$ cat src/rtl/axis_test_pkg.sv
// rtl/axis_test_pkg.sv - shared state encoding and keep helpers for the AXIS test sequencer
package axis_test_pkg;

  typedef enum logic [2:0] {
    ST_IDLE    = 3'd0,
    ST_LOAD    = 3'd1,
    ST_SEND    = 3'd2,
    ST_WAIT_RX = 3'd3,
    ST_GAP     = 3'd4,
    ST_DONE    = 3'd5
  } state_t;

  // Widest keep vector the popcount helper accepts (512-bit data bus).
  localparam int MAX_KEEP_W = 64;
  localparam int POP_W      = 7;

  function automatic int keep_width(input int data_width);
    return data_width / 8;
  endfunction

  // Number of enabled bytes in a beat; callers zero-extend narrower keep vectors.
  function automatic logic [POP_W-1:0] keep_popcount(input logic [MAX_KEEP_W-1:0] keep);
    logic [POP_W-1:0] n;
    n = '0;
    for (int i = 0; i < MAX_KEEP_W; i++) begin
      n = n + POP_W'(keep[i]);
    end
    return n;
  endfunction

endpackage

$ cat src/rtl/axis_rx_byte_accum.sv
// rtl/axis_rx_byte_accum.sv - RX byte accumulator, tlast tracking and length compare
module axis_rx_byte_accum
  import axis_test_pkg::*;
#(
  parameter int KEEP_W    = 8,
  parameter int LEN_WIDTH = 16
) (
  input  logic                 clk,
  input  logic                 rst,
  input  logic                 clear,
  input  logic                 active,
  input  logic                 rx_axis_tvalid,
  input  logic                 rx_axis_tready,
  input  logic                 rx_axis_tlast,
  input  logic [KEEP_W-1:0]    rx_axis_tkeep,
  input  logic [LEN_WIDTH-1:0] expected_len,
  output logic                 rx_seen,
  output logic                 pkt_done,
  output logic                 len_mismatch
);

  // One spare bit so an overlong packet saturates above any legal length.
  localparam int ACC_W = LEN_WIDTH + 1;
  localparam int SUM_W = ACC_W + 1;
  localparam logic [ACC_W-1:0] ACC_MAX = '1;

  logic             rx_hs;
  logic [POP_W-1:0] beat_bytes;
  logic [SUM_W-1:0] sum;
  logic [ACC_W-1:0] acc;
  logic [ACC_W-1:0] acc_sum;

  // Running total including the current beat, so the tlast beat is part of the compare.
  always_comb begin
    rx_hs        = active && rx_axis_tvalid && rx_axis_tready;
    beat_bytes   = keep_popcount(MAX_KEEP_W'(rx_axis_tkeep));
    sum          = {1'b0, acc} + SUM_W'(beat_bytes);
    acc_sum      = sum[ACC_W] ? ACC_MAX : sum[ACC_W-1:0];
    pkt_done     = rx_hs && rx_axis_tlast;
    len_mismatch = pkt_done && (acc_sum != {1'b0, expected_len});
  end

  // Accumulator and rx_seen are reset per packet by the LOAD state.
  always_ff @(posedge clk) begin
    if (rst || clear) begin
      acc     <= '0;
      rx_seen <= 1'b0;
    end else if (rx_hs) begin
      acc <= acc_sum;
      if (rx_axis_tlast) begin
        rx_seen <= 1'b1;
      end
    end
  end

endmodule

$ cat src/rtl/axis_test_sequencer.sv
// rtl/axis_test_sequencer.sv - per-packet sequencer for the AXIS TX generator / RX checker pair
module axis_test_sequencer
  import axis_test_pkg::*;
#(
  parameter int AXIS_DATA_WIDTH = 64,
  parameter int LEN_WIDTH       = 16,
  parameter int CNT_WIDTH       = 32,
  parameter int TIMEOUT_CYCLES  = 65535,
  localparam int KEEP_W         = keep_width(AXIS_DATA_WIDTH)
) (
  input  logic                 clk,
  input  logic                 rst,
  input  logic                 start,
  input  logic                 abort,
  input  logic [CNT_WIDTH-1:0] cfg_pkt_num,
  input  logic [LEN_WIDTH-1:0] cfg_len_min,
  input  logic [LEN_WIDTH-1:0] cfg_len_max,
  input  logic [15:0]          cfg_gap,
  output logic                 test_en,
  output logic [LEN_WIDTH-1:0] tx_size,
  input  logic                 tx_axis_tvalid,
  input  logic                 tx_axis_tready,
  input  logic                 tx_axis_tlast,
  input  logic                 rx_axis_tvalid,
  input  logic                 rx_axis_tready,
  input  logic                 rx_axis_tlast,
  input  logic [KEEP_W-1:0]    rx_axis_tkeep,
  output logic                 busy,
  output logic                 done,
  output logic                 timeout_err,
  output logic [CNT_WIDTH-1:0] tx_pkt_cnt,
  output logic [CNT_WIDTH-1:0] rx_pkt_cnt,
  output logic [15:0]          len_err_cnt
);

  localparam int TO_W = $clog2(TIMEOUT_CYCLES + 1);
  localparam logic [TO_W-1:0] TO_LAST = TO_W'(TIMEOUT_CYCLES - 1);

  state_t               state, state_n;
  logic [LEN_WIDTH-1:0] lmin, lmax, lmin_c, lmax_c;
  logic [TO_W-1:0]      to_cnt;
  logic [15:0]          gap_cnt;
  logic in_flight, to_fire, hs_ok, tx_last_hs, gap_last, run_end, start_ok;
  logic rx_seen, rx_done, rx_len_bad;

  // Decode of events shared by the FSM and the counters; abort masks everything else.
  always_comb begin
    lmin_c     = (cfg_len_min == '0) ? LEN_WIDTH'(1) : cfg_len_min;
    lmax_c     = (cfg_len_max < lmin_c) ? lmin_c : cfg_len_max;
    in_flight  = (state == ST_SEND) || (state == ST_WAIT_RX);
    to_fire    = in_flight && !abort && (to_cnt == TO_LAST);
    hs_ok      = in_flight && !abort && !to_fire;
    tx_last_hs = hs_ok && (state == ST_SEND) && tx_axis_tvalid && tx_axis_tready && tx_axis_tlast;
    gap_last   = ({1'b0, gap_cnt} + 17'd1) >= {1'b0, cfg_gap};
    run_end    = (cfg_pkt_num != '0) && (tx_pkt_cnt == cfg_pkt_num);
    start_ok   = (state == ST_IDLE) && start && !abort;
  end

  axis_rx_byte_accum #(
    .KEEP_W    (KEEP_W),
    .LEN_WIDTH (LEN_WIDTH)
  ) u_rx_accum (
    .clk            (clk),
    .rst            (rst),
    .clear          (state == ST_LOAD),
    .active         (hs_ok),
    .rx_axis_tvalid (rx_axis_tvalid),
    .rx_axis_tready (rx_axis_tready),
    .rx_axis_tlast  (rx_axis_tlast),
    .rx_axis_tkeep  (rx_axis_tkeep),
    .expected_len   (tx_size),
    .rx_seen        (rx_seen),
    .pkt_done       (rx_done),
    .len_mismatch   (rx_len_bad)
  );

  // Next-state logic: abort first, then timeout, then stream handshakes.
  always_comb begin
    state_n = state;
    if (abort) begin
      state_n = ST_IDLE;
    end else begin
      case (state)
        ST_IDLE:    if (start) state_n = ST_LOAD;
        ST_LOAD:    state_n = ST_SEND;
        ST_SEND: begin
          if (to_fire) state_n = ST_DONE;
          else if (tx_last_hs) state_n = (rx_seen || rx_done) ? ST_GAP : ST_WAIT_RX;
        end
        ST_WAIT_RX: begin
          if (to_fire) state_n = ST_DONE;
          else if (rx_done) state_n = ST_GAP;
        end
        ST_GAP:     if (gap_last) state_n = run_end ? ST_DONE : ST_LOAD;
        ST_DONE:    state_n = ST_IDLE;
        default:    state_n = ST_IDLE;
      endcase
    end
  end

  // State register.
  always_ff @(posedge clk) begin
    if (rst) state <= ST_IDLE;
    else     state <= state_n;
  end

  // Registered outputs, counters and per-packet timers.
  always_ff @(posedge clk) begin
    if (rst) begin
      test_en     <= 1'b0;
      busy        <= 1'b0;
      done        <= 1'b0;
      timeout_err <= 1'b0;
      tx_size     <= '0;
      lmin        <= '0;
      lmax        <= '0;
      to_cnt      <= '0;
      gap_cnt     <= '0;
      tx_pkt_cnt  <= '0;
      rx_pkt_cnt  <= '0;
      len_err_cnt <= '0;
    end else begin
      test_en <= (state_n == ST_SEND);
      busy    <= (state_n != ST_IDLE) && (state_n != ST_DONE);
      if (state == ST_LOAD) begin
        to_cnt  <= '0;
        gap_cnt <= '0;
      end else begin
        if (in_flight)         to_cnt  <= to_cnt + TO_W'(1);
        if (state == ST_GAP)   gap_cnt <= gap_cnt + 16'd1;
      end
      if (start_ok) begin
        tx_pkt_cnt  <= '0;
        rx_pkt_cnt  <= '0;
        len_err_cnt <= '0;
        done        <= 1'b0;
        timeout_err <= 1'b0;
        lmin        <= lmin_c;
        lmax        <= lmax_c;
        tx_size     <= lmin_c;
      end
      if (tx_last_hs) tx_pkt_cnt <= tx_pkt_cnt + CNT_WIDTH'(1);
      if (rx_done) begin
        rx_pkt_cnt <= rx_pkt_cnt + CNT_WIDTH'(1);
        if (rx_len_bad && (len_err_cnt != 16'hFFFF)) len_err_cnt <= len_err_cnt + 16'd1;
      end
      if (to_fire) timeout_err <= 1'b1;
      if ((state == ST_GAP) && (state_n == ST_LOAD)) begin
        tx_size <= (tx_size == lmax) ? lmin : tx_size + LEN_WIDTH'(1);
      end
      if ((state == ST_GAP) && (state_n == ST_DONE)) done <= 1'b1;
    end
  end

endmodule

$ cat config.mk
export PLATFORM = sky130hd
export DESIGN_NAME = axis_test_sequencer
export DESIGN_NICKNAME = d
export VERILOG_FILES = /design/src/rtl/axis_test_pkg.sv /design/src/rtl/axis_rx_byte_accum.sv /design/src/rtl/axis_test_sequencer.sv
export SDC_FILE = /design/constraint.sdc
export NUM_CORES = 1
export LEC_CHECK = 0
export CAP_MARGIN = 20
export CORE_MARGIN = 2
export CORE_UTILIZATION = 49
export DETAILED_ROUTE_END_ITERATION = 8
export GPL_ROUTABILITY_DRIVEN = 0
export PLACE_DENSITY_LB_ADDON = 0.2
export SLEW_MARGIN = 20
export SYNTH_ARGS = -nofsm -noshare
export SYNTH_HDL_FRONTEND = slang
export SYNTH_SLANG_ARGS = --single-unit
$ cat constraint.sdc
create_clock -name clk -period 5.75 [get_ports clk]
set_input_delay 1.15 -clock clk [delete_from_list [all_inputs] [get_ports clk]]
set_output_delay 1.15 -clock clk [all_outputs]
set_load 0.02 [all_outputs]
== After elaboration in Yosys (flattened, before gate mapping) ==
Cells that the tools add are included.

* Flip-flop bits (word level): 185
* Output and inout bits: 100

* Add/subtract/negate cells: 15
* Reductions and logical operators: 34
* Multiplexer cells: 25
* Order comparisons: 2
* Eq/ne operators: 13

{| class="wikitable"
|+ Operators with widths
! cell !! number
|-
| $mux W16 || 8
|-
| $mux W32 || 3
|-
| $add A16 B1 Y16 const B || 4
|-
| $add A32 B1 Y32 const B || 2
|-
| $add A7 B1 Y7 || 6
|-
| $eq A32 B32 Y1 || 1
|-
| $reduce_bool A32 Y1 || 1
|-
| $mux W3 || 9
|-
| $add A17 B7 Y18 || 1
|-
| $logic_and A1 B1 Y1 || 18
|-
| $add A16 B1 Y17 const B || 1
|-
| $ge A17 B16 Y1 || 1
|-
| $mux W17 || 1
|-
| $ne A17 B16 Y1 || 1
|-
| $eq A16 B16 Y1 || 1
|-
| $eq A16 B16 Y1 const B || 1
|-
| $logic_not A16 Y1 || 1
|-
| $lt A16 B16 Y1 || 1
|-
| $ne A16 B16 Y1 const B || 1
|-
| $pmux W3 S5 || 1
|-
| $reduce_bool A2 Y1 || 5
|-
| $eq A3 B2 Y1 const B || 3
|-
| $eq A3 B1 Y1 const B || 2
|-
| $eq A3 B3 Y1 const B || 2
|-
| other kinds (9) || 14
|}

== Depth between registers and ports, before layout ==
* Depth after elaboration: 18
* Mapped depth: 21
* Depth with buffers taken out: 18

== Cells and area by module ==
A second synthesis with hierarchy kept.

* Cells, all modules: 1406
* Area total of the unflattened synthesis: 11215.8 µm²

{| class="wikitable"
|+ By module, submodules not included
! module !! cells each !! area an instance (µm²) !! times used
|-
| axis_test_sequencer || 1185 || 9491.6 || 1
|-
| axis_rx_byte_accum || 221 || 1724.2 || 1
|}

== Least setup slack after synthesis ==
OpenSTA, ideal clock, no wires.

* Path kind: input port to flip-flop
* Start point: input port rx_axis_tkeep[0]
* End point: register len_err_cnt[3]
* Path buffers: 1
* Library setup time: 0.129 ns
* Stages: 17
* Arrival time: 5.908 ns
* Slack: -0.288 ns
* Data required time: 5.621 ns
* Cell sequence: ha_1 > inv_1 > fa_1 > fa_1 > fa_1 > fa_1 > fa_1 > nand2b_1 > a21oi_1 > xor2_1 > mux2i_1 > a22oi_1 > o32a_1 > or4_1 > buf_2 > nand4_1 > o211ai_1

* Cells in the longest elaborated chain, start to end: 14

{| class="wikitable"
|+ RTL lines
! element !! RTL line !! source
|-
| start, declared || axis_test_sequencer.sv:27 || <nowiki>input logic [KEEP_W-1:0] rx_axis_tkeep,</nowiki>
|-
| $add A1 B1 Y2 || axis_test_pkg.sv:26 || <nowiki>n = n + POP_W'(keep[i]);</nowiki>
|-
| $add A7 B1 Y7 (6 in a row) || axis_test_pkg.sv:26 ||
|-
| $add A17 B7 Y18 || axis_rx_byte_accum.sv:37 || <nowiki>sum = {1'b0, acc} + SUM_W'(beat_bytes);</nowiki>
|-
| $mux W17 || axis_rx_byte_accum.sv:38 || <nowiki>acc_sum = sum[ACC_W] ? ACC_MAX : sum[ACC_W-1:0];</nowiki>
|-
| $ne A17 B16 Y1 || axis_rx_byte_accum.sv:40 || <nowiki>len_mismatch = pkt_done && (acc_sum != {1'b0, expected_len});</nowiki>
|-
| $logic_and A1 B1 Y1 || axis_rx_byte_accum.sv:40 ||
|-
| $logic_and A1 B1 Y1 || axis_test_sequencer.sv:145 || <nowiki>if (rx_len_bad && (len_err_cnt != 16'hFFFF)) len_err_cnt <= len_err_cnt + 16'd1;</nowiki>
|-
| $mux W16 || axis_test_sequencer.sv:145 ||
|-
| $mux W16 || axis_test_sequencer.sv:143 || <nowiki>if (rx_done) begin</nowiki>
|-
| end signal, assigned || axis_test_sequencer.sv:145 ||
|-
| end, declared || axis_test_sequencer.sv:33 || <nowiki>output logic [15:0] len_err_cnt</nowiki>
|}

No other way between the ends.
A chain may end at the register's enable or synchronous reset.

== Worst setup path after layout ==
* Start point: input port rx_axis_tkeep[0]
* End point: register len_err_cnt[6]

The elaborated chain is that of the path after synthesis.

==> metrics.csv <==
stage,metric,value,unit
sta,rsz0062_at_grt,yes,
yosys,synth_top_cell_by_area,dfxtp_1,
yosys,ys_warn_count,0,
setup_path,crit_fanout,7,
floorplanning,die_height,157,µm
floorplanning,start_util,50.2,%
sta,slew_headroom,27.3,%
pwr,combPwrFrac,15.9,%
clock_network,htreeDepth,4,
min_path,hold_class,reg -> reg,
clock_network,cts_max_path_buffers,2,
finish,area.sequential,0.00370,mm²
floorplanning,die_area,0.0246,mm²
flow_run,drv_cap,0,
clock_network,clock_latency,0.45,ns
route,route.vias.total,11400,
yosys,async_flop_share,0,%
pwr,powerDensity,199,mW/mm²
yosys,synth_seq_cells,185,
finish,synthToLayoutAreaGrowth,28.7,%
setup_path,critPathLaunchType,input port,
sta,holdWs,0.457,ns
setup_path,worst_ep_arrival_time,6.10,ns
pwr,pwr-share-clk,38.7,%
place,dp_hpwl,24.2,mm
yosys,yosys-top-cells-area,"dfxtp_1 32%, nor2_1 6.2%, xor2_1 6.0%",
setup_path,crit_required,6.08,ns
setup_path,cp_slowest_cell,fa_1,
pwr,seqPwrFrac,45.4,%
setup_path,critPathKind,in -> reg,
pwr,vdd_drop_max,0.187,mV
global_route,antenna_found_initial,0,
finish,antenna_cells,0,
setup_path,timing.reg2reg.setup_slack,1.43,ns
yosys,ys_top_cells_by_count,"188 x nor2_1, 185 x dfxtp_1, 156 x nand2_1",
clock_network,cts_tree,yes,
finish,utilization,64.7,%
setup_path,worst_path_most_repeated_cell,fa_2,
clock_network,cts_buffers,17,
yosys,synthFlopType,dfxtp_1,
clock_network,cts-root-buf,clkbuf_16,
yosys,synth_most_common_cell,nor2_1,
setup_path,reg2reg_from,gap_cnt[0],
yosys,synth_top_area_share,32.4,%
yosys,synth_area,0.0114,mm²
min_path,whs_path_depth,2,
pwr,p_switching,0.832,mW
sta,finalCriticalPeriod,5.78,ns
global_route,grt_overflow,0,
sta,setup_slack,-0.0281,ns
clock_network,cts_sinks,185,
floorplanning,die_w,157,µm
pwr,leakagePower,5.57,nW
global_route,grt_pass1_vias,10600,
setup_path,path_cells,"buf_6, ha_4, inv_2, fa_1, fa_1, fa_2, fa_2, fa_2, nand2b_4, a211oi_2, xor2_1, buf_4, xnor2_1, a31o_1, o2111ai_2, buf_4, nor4_4, buf_6, or4_4, mux2i_1",
place,port_buffers,197,
yosys,syn_avg_cell_area,7.80,µm²
min_path,hold_end,lmin[1],
sta,final.period_utilization,100,%
route,first_iter_violations,910,
min_path,hold_start,lmin[1],
floorplanning,rows,55,
sta,maxSlewViolCount,0,
sta,worst_slew_pin_slew,1.09,ns
setup_path,reg2regPathDepth,17,
route,antenna_left,0,
yosys,synth.distinct_cells,77,
route,routed_via_density,5.72,
pwr,total_power,2.93,mW
pwr,internal_power,2.10,mW
sta,max_freq,173,MHz
sta,finalHoldViolations,0,
run_status,violations,negative setup slack,
sta,fin_setup_tns,-0.0527,ns
setup_path,slowest_delay,0.55,ns
clock_network,cts_hold_buf,0,
setup_path,worstSetupEndpointType,register,
setup_path,critPathBufInv,5,
yosys,synth_fp_nets,1615,
global_route,track_usage,26.8,%
finish,nets,1807,
pwr,swShare,28.4,%
floorplanning,core_area,0.0228,mm²
finish,final_cells,1985,
finish,final_layout_size_suffix_gt1_share,10.9,%
global_route,grt_max_degree,94,
sta,skew,0.0130,ns
floorplanning,io_pins,198,
route,wirelength,33.4,mm
yosys,postSynthCellCount,1467,
finish,n_fill_cell,1946,
finish,multi_input_area,0.00743,mm²
yosys,synth_edf_count,0,
sta,setup_viol,2,
global_route,grt_pass1_wl,53.2,mm
setup_path,path_delay_family,adder cells,
yosys,synth-seq-area-share,32.4,%
clock_network,clk_pin_slew,0.07,ns
run_status,status,"finished, violations left",
setup_path,worstReg2RegEnd,tx_size[9],
route,dr.pass1.iters,5,
route,wire_per_inst,16.8,µm
route,drc,0,
place,dp.cells,1944,
## worst register-to-register path, stage by stage (launching register included)
cell and delay [ns]:
dfxtp_1 0.41, nand3_1 0.19, nor2_1 0.24, and3_1 0.24
and3_1 0.22, and2_1 0.25, nand2_1 0.09, xnor2_1 0.14
ha_1 0.30, nand4_1 0.12, nor4_1 0.28, a211oi_1 0.10
o221a_2 0.24, o31ai_1 0.16, nor3b_1 0.47, nand2b_4 0.34
nand2b_1 0.27, and3_1 0.15
## power groups by stage
stage          logic (mW)  clock network, mW  registers (mW)
2_1_floorplan       0.262                  0            1.35
3_3_place_gp        0.426                  0            1.36
3_5_place_dp        0.434                  0            1.36
4_1_cts             0.452               1.15            1.33
5_1_grt             0.508               1.21            1.33
6_report            0.466               1.13            1.33
## per-stage QoR
stage	instance area, µm²	worst slack [ns]
final	14700	-0.0281
after detailed placement	13900	-0.904
after CTS	14600	0.00297
after global routing	14700	-0.209
after global placement	13900	-0.770
after floorplan	11600	-0.0276
## sequential cells by signal, indices dropped and copies added, names as in the netlist
name,count
lmax,16
rx_pkt_cnt,32
state,3
lmin,16
u_rx_accum.acc,17
len_err_cnt,16
u_rx_accum.rx_seen,1
tx_pkt_cnt,32
busy,1
timeout_err,1
tx_size,16
test_en,1
done,1
to_cnt,16
gap_cnt,16
## cell usage in the layout (no fill, tap or decap), types with 48 or more instances in the layout
cell type / count
clkdlybuf4s50_1: 192
dfxtp_1: 185
inv_1: 63
xnor2_1: 48
nor2_1: 186
a21oi_1: 113
xor2_1: 77
nand2_1: 155
nand3_1: 73
buf_4: 51
## layer usage
| metal | global-route usage [%] | vias up | share of wire [%] |
|---|---|---|---|
| met1 | 36.3 | 5329 | 45 |
| li1 | - | 5578 | - |
| met4 | 8.74 | 0 | 2.0 |
| met2 | 42.7 | 406 | 46 |
| met3 | 5.23 | 50 | 6.9 |
| met5 | 0 | - | 0 |
## how the worst max path moves through the flow
| stage | from | to | slack [ns] | cells past startpoint |
|---|---|---|---|---|
| final | rx_axis_tkeep[0] | len_err_cnt[6] | -0.03 | 20 |
| after global routing | rx_axis_tkeep[0] | len_err_cnt[8] | -0.21 | 21 |
| after CTS | rx_axis_tkeep[0] | len_err_cnt[9] | 0.003 | 19 |
| after detailed placement | rx_axis_tkeep[0] | len_err_cnt[0] | -0.90 | 20 |
| after global placement | rx_axis_tkeep[0] | len_err_cnt[0] | -0.77 | 19 |
| after floorplan | rx_axis_tkeep[1] | len_err_cnt[3] | -0.03 | 19 |
## logic make-up (layout without fill, tap and decap cells)
family / after synthesis / after routing / synth area share, %
AOI/OAI and AO/OA: 296 / 296 / 16.9
xor gates and xnor gates: 131 / 131 / 10.3
adders and majority gates: 50 / 50 / 5.79
buffers and inverters: 144 / 349 / 5.16
DFF: 185 / 185 / 32.4
muxes: 26 / 26 / 2.47
and+or+nand+nor: 635 / 635 / 27.0
## area by class of cell
type                       count  share of cell area (%)
multi-input combinational   1138                    50.4
sequential                   185                    25.1
timing repair buffer         251                    16.3
clock buffer                  17                    2.89
tap                          313                    2.66
inverter                      66                    1.68
clock inverter                15                   0.909
## repair_timing
action                     CTS  global route
gates resized for setup     18            37
gates cloned                 0             0
pin swaps                   11            31
hold endpoints to repair     0             0
setup endpoints to repair   16            16
setup buffers                2             7
(Power assumes the default switching activity.)
